<file path="src/rtl/w_bus_arbiter.sv">
// Round-robin write arbiter: merges N_REQ requesters onto one registered
// downstream write channel, with an optional abort when the slave stalls.
module w_bus_arbiter #(
  parameter int N_REQ          = 4,
  parameter int ADDR_W         = 8,
  parameter int DATA_W         = 32,
  parameter int TIMEOUT_CYCLES = 1_000_000,
  localparam int IDX_W         = (N_REQ > 1) ? $clog2(N_REQ) : 1
) (
  input  logic                      clk,
  input  logic                      rstn,
  input  logic [N_REQ-1:0]          req_valid,
  output logic [N_REQ-1:0]          req_ready,
  input  logic [N_REQ*ADDR_W-1:0]   req_addr,
  input  logic [N_REQ*DATA_W-1:0]   req_data,
  output logic                      m_valid,
  input  logic                      m_ready,
  output logic [ADDR_W-1:0]         m_addr,
  output logic [DATA_W-1:0]         m_data,
  output logic                      busy,
  output logic                      err_timeout,
  output logic [IDX_W-1:0]          err_port,
  output logic [IDX_W-1:0]          grant_id,
  output logic                      dbg_state,
  output logic [IDX_W-1:0]          dbg_rr_ptr
);

  // Handshakes: a transfer happens on a cycle where valid && ready are both
  // high at the rising edge; ready never depends on a port's own data.
  localparam int CNT_W = (TIMEOUT_CYCLES > 1) ? $clog2(TIMEOUT_CYCLES) : 1;
  localparam logic [CNT_W-1:0] CNT_LAST = CNT_W'(TIMEOUT_CYCLES - 1);
  localparam logic [IDX_W:0]   N_REQ_L  = (IDX_W + 1)'(N_REQ);
  localparam logic [IDX_W-1:0] IDX_LAST = IDX_W'(N_REQ - 1);

  typedef enum logic {IDLE = 1'b0, ISSUE = 1'b1} state_t;

  state_t              state_q, state_d;
  logic                m_valid_q, m_valid_d;
  logic [ADDR_W-1:0]   m_addr_q, m_addr_d;
  logic [DATA_W-1:0]   m_data_q, m_data_d;
  logic [IDX_W-1:0]    grant_q, grant_d;
  logic [IDX_W-1:0]    rr_q, rr_d;
  logic [CNT_W-1:0]    cnt_q, cnt_d;
  logic                err_to_q, err_to_d;
  logic [IDX_W-1:0]    err_port_q, err_port_d;

  logic                win_found;
  logic [IDX_W-1:0]    win_idx;
  logic [IDX_W:0]      cand;
  logic [ADDR_W-1:0]   sel_addr;
  logic [DATA_W-1:0]   sel_data;

  // Search from rr_q upwards with an explicit modulo wrap, so that
  // non-power-of-two N_REQ never selects a nonexistent port.
  always_comb begin
    win_found = 1'b0;
    win_idx   = '0;
    cand      = '0;
    for (int i = 0; i < N_REQ; i++) begin
      cand = {1'b0, rr_q} + (IDX_W + 1)'(i);
      if (cand >= N_REQ_L) cand = cand - N_REQ_L;
      if (!win_found && req_valid[cand[IDX_W-1:0]]) begin
        win_found = 1'b1;
        win_idx   = cand[IDX_W-1:0];
      end
    end
  end

  always_comb begin
    sel_addr = '0;
    sel_data = '0;
    for (int i = 0; i < N_REQ; i++) begin
      if (win_idx == IDX_W'(i)) begin
        sel_addr = req_addr[i*ADDR_W +: ADDR_W];
        sel_data = req_data[i*DATA_W +: DATA_W];
      end
    end
  end

  always_comb begin
    state_d    = state_q;
    m_valid_d  = m_valid_q;
    m_addr_d   = m_addr_q;
    m_data_d   = m_data_q;
    grant_d    = grant_q;
    rr_d       = rr_q;
    cnt_d      = cnt_q;
    err_to_d   = err_to_q;
    err_port_d = err_port_q;
    req_ready  = '0;
    case (state_q)
      IDLE: begin
        if (win_found) begin
          req_ready = {{(N_REQ-1){1'b0}}, 1'b1} << win_idx;
          state_d   = ISSUE;
          m_valid_d = 1'b1;
          m_addr_d  = sel_addr;
          m_data_d  = sel_data;
          grant_d   = win_idx;
          rr_d      = (win_idx == IDX_LAST) ? '0 : win_idx + IDX_W'(1);
          cnt_d     = '0;
        end
      end
      ISSUE: begin
        // A handshake in the abort cycle takes precedence over the timeout.
        if (m_ready) begin
          m_valid_d = 1'b0;
          state_d   = IDLE;
        end else if (TIMEOUT_CYCLES != 0 && cnt_q == CNT_LAST) begin
          m_valid_d  = 1'b0;
          err_to_d   = 1'b1;
          err_port_d = grant_q;
          state_d    = IDLE;
        end else begin
          cnt_d = cnt_q + CNT_W'(1);
        end
      end
      default: state_d = IDLE;
    endcase
  end

  always_ff @(posedge clk or negedge rstn) begin
    if (!rstn) begin
      state_q    <= IDLE;
      m_valid_q  <= 1'b0;
      m_addr_q   <= '0;
      m_data_q   <= '0;
      grant_q    <= '0;
      rr_q       <= '0;
      cnt_q      <= '0;
      err_to_q   <= 1'b0;
      err_port_q <= '0;
    end else begin
      state_q    <= state_d;
      m_valid_q  <= m_valid_d;
      m_addr_q   <= m_addr_d;
      m_data_q   <= m_data_d;
      grant_q    <= grant_d;
      rr_q       <= rr_d;
      cnt_q      <= cnt_d;
      err_to_q   <= err_to_d;
      err_port_q <= err_port_d;
    end
  end

  assign m_valid     = m_valid_q;
  assign m_addr      = m_addr_q;
  assign m_data      = m_data_q;
  assign busy        = (state_q == ISSUE);
  assign err_timeout = err_to_q;
  assign err_port    = err_port_q;
  assign grant_id    = grant_q;
  assign dbg_state   = state_q;
  assign dbg_rr_ptr  = rr_q;

endmodule

</file>
<file path="config.mk">
export PLATFORM = sky130hd
export DESIGN_NAME = w_bus_arbiter
export DESIGN_NICKNAME = d
export VERILOG_FILES = /design/src/rtl/w_bus_arbiter.sv
export SDC_FILE = /design/constraint.sdc
export NUM_CORES = 1
export LEC_CHECK = 0
export CORE_ASPECT_RATIO = 1.2
export CORE_UTILIZATION = 26
export CTS_CLUSTER_DIAMETER = 30
export DETAILED_ROUTE_END_ITERATION = 6
export DONT_BUFFER_PORTS = 1
export SLEW_MARGIN = 20
export SYNTH_ARGS = -nofsm -noshare
export SYNTH_HDL_FRONTEND = slang
export SYNTH_SLANG_ARGS = --single-unit
</file>
<file path="constraint.sdc">
create_clock -name clk -period 8.11 [get_ports clk]
set_clock_uncertainty 0.15 [all_clocks]
set_input_delay 1.622 -clock clk [delete_from_list [all_inputs] [get_ports clk]]
set_output_delay 1.622 -clock clk [all_outputs]
set_load 0.01 [all_outputs]
</file>
==> summary.md, run 1 <==
| Metric | Value |
|---|---|
| Max rail drop VDD | `161 uV` |
| Portion of total power attributed to combinational logic | `0.417` |
| Total standard cell area after synthesis | `0.00417 mm2` |
| Setup TNS | `0 ns` |
| Placeable core region | `0.0156 mm2` |
| Average cell area after synthesis | `8.42 um2` |
| Max-Cap Viols | `0` |
| Width of the chip | `118 um` |
| Setup CP Type | `in -> out` |
| Final routed DRC violation total | `0` |
| Number of placement rows | `50` |
| Count of filler cells inserted in the layout | `1,682` |
| Worst reg2reg path endpoint | `m_data[8]` |
| Post-synthesis net count | `668` |
| Sinks on the clock net | `69` |
| Count of flip-flops with a built-in enable after synthesis | `0` |
| Post-Route WL | `12,800 um` |
| Fmax | `187 MHz` |
| FF-to-FF Start | `dbg_rr_ptr[1]` |
| Die Height | `141 um` |
| Count of final setup violators | `0` |
| Worst setup path start | `req_valid[0]` |
| Via count of the routed design | `3,657` |
| Standby leakage power | `0.00178 uW` |
| Final design utilization | `0.294` |
| Worst EP arrival | `3.59 ns` |
| Gates resized, CTS repair | `0` |
| Hold-critical path endpoint | `cnt_q[5]` |
| First-pass DRT Iterations | `5` |
| Post-synth ARST share | `1.00` |
| Per-cell via count in the routed design | `5.37` |
| Maximum number of pins on one net before global-route repair | `86` |
| Crit path setup slack, layout | `2.75 ns` |
| All-Layer GR Usage | `0.157` |
| Top Ports | `221` |
| Post-synthesis sequential area ratio | `0.414` |
| Final non-filler cell total | `681` |
| Setup repair after global routing missed its margin | `no` |
| Class of the tightest hold or removal check | `reg -> reg` |
| CP Capture Type | `output port` |
| Number of flip-flops and latches in the synthesized netlist | `69` |
| Number of antenna violations at the first check in global routing | `0` |
| Die area | `0.0166 mm2` |
| Initial DRC Count | `175` |
| Fin. Hold Viols | `0` |
| Via count of the first global-routing pass | `3,640` |
| Proportion of total power due to net switching | `0.435` |
| Overflow after GRT | `0` |
| Internal Dissipation | `989 uW` |
| Cell count after synthesis | `496` |
| Starting utilization of the core area | `0.267` |
| Final standard cell area without fillers | `0.00460 mm2` |
| Top flip-flop cell by instance count after synthesis | `dfrtp_1` |
| Number of max-slew violations in the final report | `0` |
| Most frequent cells in the layout | `69 x dfrtp_1, 66 x nand2_1, 50 x o21ai_0, 48 x a21oi_1, 43 x nor3_1` |
| Distinct cell type count after synthesis | `47` |
| Post-CTS Repair Setup Buffers | `0` |
| Number of buffers added by the clock tree synthesis step | `9` |
| Pin slew with the least headroom to its limit | `0.914 ns` |
| Root cell of the clock tree | `clkbuf_16` |
| Hold path startpoint | `cnt_q[5]` |
| Antenna diodes | `0` |
| Count of hold buffers inserted by post-cts repair | `0` |
| Final RePlAce weighted congestion | `0.889` |
| Pre-CTS WS | `2.76 ns` |
| Clk Latency, worst-skew pair | `0.33 ns` |
| Worst Hold Depth | `1` |
| Time the final worst path needs with I/O delays and setup | `5.36 ns` |
| Clock share of power | `0.235` |
| Post-detailed-placement half-perimeter wirelength | `9500 um` |
| Post-placement cell area | `0.00429 mm2` |
| Largest fanout on the critical path | `81` |
| Number of placed instances with taps included | `665` |
| Power density of the placed cells | `380 mW/mm2` |
| Layout Nets | `640` |
| Startpoint kind of the worst setup timing path | `input port` |
| Remaining max-slew budget at the tightest pin | `0.389` |
| Clock tree from TritonCTS | `done` |
| Clock transition at the registers of the reported paths | `0.06 ns` |
| Run status | `completed` |
| Synthesis Warnings | `0` |
| Layout-stage area growth over the synthesis result | `10.3%` |
| Most frequent standard cell in the layout excluding fill and tap cells | `dfrtp_1` |
| Critical Path RT | `6.34 ns` |
| Seq pwr share | `0.348` |
| Number of levels the H-tree was split into | `3` |
| First-pass GRT wire length | `19,800 um` |
| Number of cells traversed by the worst register-to-register path | `10` |
| Input/output buffers | `0` |
| Number of routed nets with antenna violations | `0` |
| Routed wire per std cell | `18.9 um` |
| Slack of the worst reg-to-reg path | `4.49 ns` |
| Post-route clock period utilization | `0.661` |
| Fraction of final layout cells with drive strength greater than 1 | `0.0782` |
| Maximum buffer depth of the clock tree | `2` |
| Net switching power figure | `761 uW` |
Yosys cell counts, types with 3 or more instances:
master,number,area [um2]
or3_1,3,18.8
nor3_1,43,215
nor2b_1,42,263
and2_1,5,31.3
nand3_1,4,20.0
a221oi_1,39,342
nor2_1,17,63.8
or2_2,3,18.8
dfrtp_1,69,1730
inv_1,8,30.0
nand2_1,66,248
o21ai_0,50,250
buf_2,9,45.0
o211ai_1,3,22.5
clkbuf_1,31,116
ha_1,5,62.6
xnor2_1,8,70.1
mux2_2,3,33.8
a21oi_1,48,240
nand2b_1,3,18.8
worst max-delay path, cell delays in order:
cell	delay, ns
nor4_2	0.61
nor2_1	0.19
inv_1	0.13
ha_2	0.19
buf_4	0.51
and2_1	0.28
kinds of logic after synthesis:
family,share of synthesized area
multiplexers,0.0129
adder cells (fa/ha/maj),0.0150
buffers and inverters,0.0522
XOR/XNOR,0.0210
flip-flops,0.414
AND/OR/NAND/NOR,0.263
AO/OA/AOI/OAI,0.223
registers in the layout, summed over array words and instances (netlist names):
register and count:
err_port 2, m_data 32, dbg_rr_ptr 2, cnt_q 20, err_timeout 1, grant_id 2
busy 1, m_addr 8, m_valid 1
final cells by class:
class | count | area, um2 | area share
multi-input combinational | 376 | 2240 | 0.487
sequential | 69 | 1730 | 0.375
clock buffer | 13 | 270 | 0.0587
tap | 208 | 260 | 0.0565
clock inverter | 3 | 42.5 | 0.00924
timing repair buffer | 4 | 30.0 | 0.00652
inverter | 8 | 30.0 | 0.00652
power by group through the flow:
| stage | logic, uW | clock network, uW | registers, uW |
|---|---|---|---|
| 2_1_floorplan | 593 | 0 | 570 |
| 3_3_place_gp | 707 | 0 | 614 |
| 3_5_place_dp | 740 | 0 | 615 |
| 4_1_cts | 738 | 428 | 612 |
| 5_1_grt | 836 | 443 | 626 |
| 6_report | 731 | 411 | 609 |
per-layer routing:
layer	global-route usage	routed length, um	vias to the layer above
met1	0.192	5340	1710
met5	0	0	-
met4	0.0877	522	0
met2	0.250	6000	183
li1	-	-	1733
met3	0.0405	977	31
stage by stage:
stage	power [uW]	hold slack (ns)
after floorplan	1160	0.332
after global placement	1320	0.355
after detailed placement	1360	0.375
after CTS	1780	0.386
after global routing	1900	0.406
final	1750	0.381
how the worst max path moves through the flow:
stage                   end  slack [ns]  depth (start not counted)
4_1_cts        req_ready[2]        2.75                          6
3_5_place_dp   req_ready[2]        2.76                          6
3_3_place_gp   req_ready[2]        2.86                          6
5_1_grt        req_ready[2]        2.56                          6
6_report       req_ready[2]        2.75                          6
2_1_floorplan  req_ready[2]        3.18                          7
Power figures use the tool's default switching activity.
==> run 2, diff against run 1 <==
- clock period: 8.11 -> 4.57 ns (I/O delays scaled with it)
==> run 2 against run 1 <==
Net effect:
- sequential power grew 79%
- global-route usage increased by 0.86 points
- die area stayed put
- critical path depth stayed put
- hold slack lost 0.27 ns
- utilization up 0.34 points
- critical path type unchanged
==> summary.md, run 2 (synthesized netlist as in run 1, its figures left out) <==
| Metric | Value |
|---|---|
| Run status | `completed` |
| Slack of the worst reg-to-reg path | `1.30 ns (-3.19 ns)` |
| Via count of the first global-routing pass | `3,673 (+0.91%)` |
| Top Ports | `221 (unchanged)` |
| Portion of total power attributed to combinational logic | `0.424 (+0.007)` |
| Fmax | `264 MHz` |
| Largest fanout on the critical path | `29 (-64%)` |
| Wire length on met2 | `6370 um (+6.2%)` |
| Number of cells traversed by the worst register-to-register path | `10 (unchanged)` |
| Root cell of the clock tree | `clkbuf_16` |
| Starting utilization of the core area | `0.267 (unchanged)` |
| Final routed DRC violation total | `0 (unchanged)` |
| Post-route clock period utilization | `0.830` |
| Worst hold-check slack | `0.114 ns (-0.267 ns)` |
| Number of antenna violations at the first check in global routing | `3 (+3)` |
| Time the final worst path needs with I/O delays and setup | `3.79 ns` |
| Fraction of final layout cells with drive strength greater than 1 | `0.0881 (+0.00983)` |
| Count of filler cells inserted in the layout | `1,694 (+0.71%)` |
| Via count of the routed design | `3,751 (+2.6%)` |
| Metal3 WL | `1140 um (+17%)` |
| Die Height | `141 um (unchanged)` |
| Post-placement cell area | `0.00435 mm2 (+1.3%)` |
| Worst reg2reg path endpoint | `m_data[2]` |
| Number of placed instances with taps included | `669 (+0.60%)` |
| Remaining max-slew budget at the tightest pin | `0.525 (+0.135)` |
| Startpoint kind of the worst setup timing path | `input port` |
| Routed wire per std cell | `19.8 um (+5.2%)` |
| Most frequent standard cell in the layout excluding fill and tap cells | `dfrtp_1` |
| Number of buffers added by the clock tree synthesis step | `9 (unchanged)` |
| Max-Cap Viols | `0 (unchanged)` |
| Gates resized, CTS repair | `0 (unchanged)` |
| Post-CTS Repair Setup Buffers | `0 (unchanged)` |
| Final non-filler cell total | `686 (+0.73%)` |
| Post-Route WL | `13,600 um (+6.0%)` |
| Internal Dissipation | `1760 uW (+78%)` |
| Fin. Hold Viols | `0 (unchanged)` |
| Number of levels the H-tree was split into | `3 (unchanged)` |
| Standby leakage power | `0.00181 uW (+1.4%)` |
| Width of the chip | `118 um (unchanged)` |
| Final standard cell area without fillers | `0.00466 mm2 (+1.2%)` |
| Critical Path RT | `3.51 ns (-2.83 ns)` |
| Input/output buffers | `0 (unchanged)` |
| Overflow after GRT | `0 (unchanged)` |
| Post-detailed-placement half-perimeter wirelength | `10,500 um (+10%)` |
| Power density of the placed cells | `678 mW/mm2 (+78%)` |
| First-pass GRT wire length | `20,700 um (+4.5%)` |
| Placeable core region | `0.0156 mm2 (unchanged)` |
| Setup CP Type | `in -> out` |
| First-pass DRT Iterations | `6 (+1)` |
| Pin slew with the least headroom to its limit | `0.713 ns (-0.201 ns)` |
| Number of placement rows | `50 (unchanged)` |
| Initial DRC Count | `162 (-7.4%)` |
| Clk Latency, worst-skew pair | `0.34 ns (about the same)` |
| Final RePlAce weighted congestion | `0.936 (+5.2%)` |
| Maximum number of pins on one net before global-route repair | `70 (-19%)` |
| Length of routed wiring on met1 | `5680 um (+6.3%)` |
| Seq pwr share | `0.345 (-0.003)` |
| Worst EP arrival | `2.73 ns (-0.86 ns)` |
| Per-cell via count in the routed design | `5.47 (+1.8%)` |
| Uppermost layer routed | `met5` |
| Clock transition at the registers of the reported paths | `0.07 ns (about the same)` |
| Most frequent cells in the layout | `69 x dfrtp_1, 66 x nand2_1, 50 x o21ai_0, 48 x a21oi_1, 43 x nor3_1` |
| Sinks on the clock net | `69 (unchanged)` |
| Layout Nets | `644 (+0.63%)` |
| FF-to-FF Start | `dbg_rr_ptr[1]` |
| Count of final setup violators | `0 (unchanged)` |
| Largest register FFs | `32 (unchanged)` |
| Number of routed nets with antenna violations | `0 (unchanged)` |
| Clock share of power | `0.231 (-0.004)` |
| Layout-stage area growth over the synthesis result | `11.6%` |
| Setup TNS | `0 ns (unchanged)` |
| Count of hold buffers inserted by post-cts repair | `0 (unchanged)` |
| Max rail drop VDD | `233 uV (+44%)` |
| Class of the tightest hold or removal check | `in -> async` |
| Clock tree from TritonCTS | `done` |
| CP Capture Type | `output port` |
| Setup repair after global routing missed its margin | `no` |
| Maximum buffer depth of the clock tree | `2 (unchanged)` |
| Net switching power figure | `1400 uW (+84%)` |
| Number of max-slew violations in the final report | `0 (unchanged)` |
| Die area | `0.0166 mm2 (unchanged)` |
| Proportion of total power due to net switching | `0.443 (+0.00799)` |
| All-Layer GR Usage | `0.165 (+0.00864)` |
[run 2: cell count changes in the layout (fill, tap and decap cells not counted), sizes merged]
| cell | change |
|---|---|
| buf | +4 |
| clkbuf | -4 |
| clkinv | +2 |
| inv | +2 |
| diode | +1 |
[run 2: final cells by class]
type | instances | area [um2] | share of cell area
inverter | 8 | 30.0 | 0.00645
clock inverter | 7 | 83.8 | 0.0180
antenna | 1 | 2.50 | 0.000537
timing repair buffer | 8 | 85.1 | 0.0183
multi-input combinational | 376 | 2240 | 0.482
clock buffer | 9 | 225 | 0.0483
tap | 208 | 260 | 0.0559
sequential | 69 | 1730 | 0.371
[run 2: worst max path at each step]
stage | start | to | slack, ns | cells past startpoint
after floorplan | req_valid[0] | req_ready[2] | 1.05 | 7
after global placement | req_valid[3] | req_ready[1] | 0.87 | 6
after detailed placement | req_valid[3] | req_ready[1] | 0.80 | 6
after CTS | dbg_rr_ptr[1] | req_ready[1] | 0.80 | 6
after global routing | dbg_rr_ptr[1] | req_ready[1] | 0.63 | 7
final | req_valid[3] | req_ready[1] | 0.78 | 6
[run 2: power groups by stage]
stage / combinational, uW / sequential, uW / clock (uW)
after detailed placement: 1350 / 1100 / 0
after global routing: 1530 / 1120 / 777
after CTS: 1350 / 1100 / 750
after global placement: 1300 / 1100 / 0
after floorplan: 1050 / 1010 / 0
final: 1340 / 1090 / 728
[run 2: metrics by stage]
step / utilization / total power [uW] / setup WS, ns
floorplan: - / 2070 / 1.05
global placement: 0.278 / 2400 / 0.868
detailed placement: 0.278 / 2450 / 0.801
CTS: 0.298 / 3190 / 0.795
global route: 0.298 / 3430 / 0.634
finish: 0.298 / 3160 / 0.776
[run 2: critical path, stage by stage]
cell      delay (ns)
nor2b_1         0.11
a21oi_1         0.09
o221ai_1        0.48
ha_2            0.53
buf_4           0.37
and2_1          0.23
[run 2: per-layer routing]
layer  global-route usage  up-vias
met5                    0        -
met4               0.0810        2
met3               0.0583       28
met2                0.260      182
met1                0.200     1793
li1                     -     1746
